`src/rtl/regfile_write_arbiter.sv`:
```
// regfile_write_arbiter: merges two writeback requesters onto one register-file write port.
//
// Ports:
//   CLK, RST              rising-edge clock, synchronous active-high reset
//   req0/addr0/data0      requester 0 (ALU writeback) request, destination, value
//   gnt0                  requester 0 accepted this cycle (combinational)
//   req1/addr1/data1      requester 1 (memory-load writeback) request, destination, value
//   gnt1                  requester 1 accepted this cycle (combinational)
//   writeEnable           registered register-file write strobe
//   writeAddress          registered register-file write address
//   writeData             registered register-file write data
//   lastGrant             index of the most recently granted requester
//   conflictCount         saturating count of cycles with both requests high
//
// Configuration:
//   RR_FAIR_EN defined    conflicts alternate, favouring the requester not granted last
//   RR_FAIR_EN undefined  requester 0 always wins a conflict
module regfile_write_arbiter (
    input  logic        CLK,
    input  logic        RST,
    input  logic        req0,
    input  logic [4:0]  addr0,
    input  logic [31:0] data0,
    output logic        gnt0,
    input  logic        req1,
    input  logic [4:0]  addr1,
    input  logic [31:0] data1,
    output logic        gnt1,
    output logic        writeEnable,
    output logic [4:0]  writeAddress,
    output logic [31:0] writeData,
    output logic        lastGrant,
    output logic [15:0] conflictCount
);
    typedef enum logic {PTR0, PTR1} state_t;
    state_t      state_q, state_d;
    logic        we_q;
    logic [4:0]  waddr_q;
    logic [31:0] wdata_q;
    logic [15:0] conf_q;
    logic        pick0;
    logic [4:0]  sel_addr;
    logic [31:0] sel_data;
    logic        xfer;
`ifdef RR_FAIR_EN
    // Requester 0 wins a conflict only when requester 1 was granted last.
    assign pick0 = (state_q == PTR1);
`else
    assign pick0 = 1'b1;
`endif
    // Grants are masked during reset so no transfer is acknowledged then.
    assign gnt0 = !RST && req0 && (!req1 || pick0);
    assign gnt1 = !RST && req1 && (!req0 || !pick0);
    assign xfer = gnt0 || gnt1;
    always_comb begin
        state_d  = state_q;
        sel_addr = gnt1 ? addr1 : addr0;
        sel_data = gnt1 ? data1 : data0;
        if (gnt0) state_d = PTR0;
        else if (gnt1) state_d = PTR1;
    end
    always_ff @(posedge CLK) begin
        if (RST) begin
            state_q <= PTR1;
            we_q    <= 1'b0;
            waddr_q <= 5'd0;
            wdata_q <= 32'd0;
            conf_q  <= 16'd0;
        end else begin
            state_q <= state_d;
            // Writes to register 0 are accepted but never reach the register file.
            we_q    <= xfer && (sel_addr != 5'd0);
            if (xfer && sel_addr != 5'd0) begin
                waddr_q <= sel_addr;
                wdata_q <= sel_data;
            end
            if (req0 && req1 && conf_q != 16'hFFFF) conf_q <= conf_q + 16'd1;
        end
    end
    assign writeEnable   = we_q;
    assign writeAddress  = waddr_q;
    assign writeData     = wdata_q;
    assign lastGrant     = (state_q == PTR1);
    assign conflictCount = conf_q;
endmodule

```
`config.mk`:
```
export PLATFORM = sky130hd
export DESIGN_NAME = regfile_write_arbiter
export DESIGN_NICKNAME = d
export VERILOG_FILES = /design/src/rtl/regfile_write_arbiter.sv
export SDC_FILE = /design/constraint.sdc
export NUM_CORES = 1
export LEC_CHECK = 0
export ABC_CLOCK_PERIOD_IN_PS = 2800
export CAP_MARGIN = 25
export CORE_MARGIN = 2
export CORE_UTILIZATION = 39
export DETAILED_ROUTE_END_ITERATION = 10
export PLACE_DENSITY = 0.87
export SLEW_MARGIN = 5
export SYNTH_ARGS = -nofsm -noshare
export SYNTH_HDL_FRONTEND = slang
export SYNTH_SLANG_ARGS = --single-unit
```
`constraint.sdc`:
```
create_clock -name CLK -period 2.8 [get_ports CLK]
set_input_delay 0.28 -clock CLK [delete_from_list [all_inputs] [get_ports CLK]]
set_output_delay 0.28 -clock CLK [all_outputs]
set_load 0.005 [all_outputs]
```
==> summary.txt <==
STA
  • Final setup TNS: 0 ns
  • Final hold viol count: 0
  • Min cycle time layout: 2.21 ns
  • Period utilization: 78.8%
  • Final Max Slew Viols: 0
  • # setup viols final: 0
  • Fmax: 453 MHz
  • Max-slew headroom: 66.2%
  • Worst Max-Slew Pin Slew: 0.507 ns
  • Worst setup margin: 0.594 ns
  • Clock skew: 0.00396 ns
  • RSZ-0062 raised after global routing: false
  • Hold_ws: 0.460 ns

Routing
  • Vias: 2631
  • DRC: 0
  • DRT iter0 DRCs: 82
  • Drt wl/cell: 14.5 um
  • Final WL: 7430 um
  • Via density: 5.13
  • Routed Antenna Nets: 0
  • Detailed Routing Iterations Pass 1: 4

Power and ir drop
  • Total power draw: 1.90 mW
  • Pleak: 1.55 nW
  • Worst IR drop on VDD: 0.253 mV
  • Cell area power density: 442 nW/um^2

Cells and area
  • Fin area: 4290 um^2
  • N_diodes: 0
  • Non-filler cells, final: 513
  • Layout area overhead: 54.8%
  • Layout Utilization: 62.8%
  • Nets: 495
  • Share of cells above drive strength 1: 4.80%

Flow run
  • Max-Cap Viols: 0

Yosys
  • Commonest cells post-synth: 72 x mux2i_1, 55 x dfxtp_1, 38 x nand2_1
  • Largest cells by area after synthesis: dfxtp_1 40%, mux2i_1 26%, nand2_1 5.1%
  • Most frequent cell after synthesis: mux2i_1
  • Post-synth EDFFs: 0
  • Asr flop ratio synth: 0%
  • Avg Cell Area, Syn: 9.67 um^2
  • Synth cell types: 37
  • Seq/Total Area, Yosys: 39.7%
  • Seq cells post-synth: 55
  • Top cell type by total area after synthesis: dfxtp_1
  • Synth Flop Type: dfxtp_1
  • Syn Inst Count: 287
  • Area share of the largest cell type after synthesis: 39.7%
  • Post-synthesis cell area: 2770 um^2
  • Syn. warnings: 0
  • Mapped Nets: 366

Setup path
  • Slowest cell on crit path: clkdlybuf4s50_1
  • Worst R2R Path Depth: 5
  • WP data arrival: 1.93 ns
  • CP peak stage delay: 0.57 ns
  • Crit Path Max Fanout: 10
  • Startpoint Class: input port
  • WP buf/inv: 2
  • CP required: 2.52 ns
  • Worst path depth: 4
  • CP most frequent cell: clkdlybuf4s50_1
  • Crit path capture type: output port
  • Delay-heaviest family, CP: buffers and inverters
  • Kind of critical path: input port to output port
  • Critical path, cell by cell: clkdlybuf4s50_1, o21ai_2, nor2_1, clkdlybuf4s50_1

Outcome
  • Status: finished clean

Floorplanning
  • Die Y: 88.3 um
  • Die Wd: 88.3 um
  • I/O pins: 135
  • Core area: 6830 um^2
  • Area of the die: 7800 um^2
  • Effective utilization at floorplan: 40.6%
  • Row count: 30

Global routing
  • Antenna violations before repair: 0
  • First-pass GRT wire length: 11300 um
  • Vias in the first global route: 2578
  • GRT Resource Usage Total: 18.1%
  • Largest net degree at the start of global routing: 39
  • Total grt overflow: 0

Placed design
  • DP HPWL: 5730 um
  • IO buf count: 134
  • Final Wtd Congestion: 0.836
  • Post-Place Setup Slack: 0.409 ns
  • Placed insts: 505
  • Post-DP Area: 4160 um^2

Hold path
  • Hold WC Path Type: flop to flop
  • Worst hold path stage count: 2

Clock tree
  • Num CTS Buffers: 5
  • CTS root buf: clkbuf_8
  • # resized after CTS: 0
  • Clk sink count: 55
  • Clock Path Buffers: 2
  • H-tree Lvls: 2
  • CTS clock-pin slew for the worst setup and hold paths: 0.10 ns
  • CTS tree: yes
  • Hold Buf Count CTS: 0
  • Clk Latency, worst-skew pair: 0.30 ns
  • Buffers inserted by post-CTS timing repair: 0
-- layout by cell type, fill, tap and decap left out, types with 2 or more instances in the layout --
cell type / count
and2_1: 2
dfxtp_1: 55
buf_4: 6
clkbuf_8: 5
a311o_1: 4
clkdlybuf4s50_1: 134
inv_1: 2
nand4_1: 6
o21ai_0: 15
or3_1: 11
or4_1: 2
nand2_1: 38
nor3_1: 6
nor4bb_1: 4
bufinv_16: 2
and3_1: 4
and4_1: 3
nand3_1: 5
a21oi_1: 14
nor2_1: 10
mux2i_1: 72
-- power breakdown --
| group | total (mW) | switching, mW | internal [mW] |
|---|---|---|---|
| registers | 0.874 | 0.0328 | 0.841 |
| logic | 0.408 | 0.141 | 0.267 |
| clock network | 0.618 | 0.261 | 0.357 |
-- worst reg2reg max path, stage by stage (launching register included) --
cell and delay [ns]:
dfxtp_1 0.42, ha_1 0.21, and3_1 0.31, and4b_1 0.55, o21ai_0 0.17, a21oi_1 0.16
-- registers in the layout (all words and copies together), names as in the netlist --
name / cells
conflictCount: 16
lastGrant: 1
writeAddress: 5
writeData: 32
writeEnable: 1
-- per-layer routing --
metal / global-route usage (%) / share of wire (%) / vias up
met5: 0 / 0 / -
met4: 6.34 / 1.4 / 0
met3: 3.54 / 7.4 / 8
met2: 32.7 / 50 / 102
met1: 21.1 / 41 / 1217
li1: - / - / 1304
-- worst paths after layout --
kind                                               startpoint                             to  slack (ns)
worst min-delay path               writeData[11]$_SDFFE_PP0P_     writeData[11]$_SDFFE_PP0P_        0.46
worst max register to register  conflictCount[0]$_SDFFE_PP0P_  conflictCount[5]$_SDFFE_PP0P_        0.91
worst max-delay path                                     req0                           gnt0        0.59
worst min register to register     writeData[11]$_SDFFE_PP0P_     writeData[11]$_SDFFE_PP0P_        0.46
-- logic make-up (layout without fill, tap and decap cells) --
family | after synthesis | in the layout | share of synthesized area [%]
adder cells (fa/ha/maj) | 1 | 1 | 0.451
AND/OR/NAND/NOR | 98 | 98 | 19.0
AO/OA/AOI/OAI | 40 | 40 | 9.16
flip-flops | 55 | 55 | 39.7
buffers and inverters | 21 | 151 | 5.68
multiplexers | 72 | 72 | 26.0
-- final cells by class --
class	instances	area (um^2)
inverter	2	7.51
multi-input combinational	211	1520
sequential	55	1100
tap	96	120
timing repair buffer	141	1410
clock inverter	3	67.6
clock buffer	5	68.8
fill	577	2540
(Power assumes the default switching activity.)
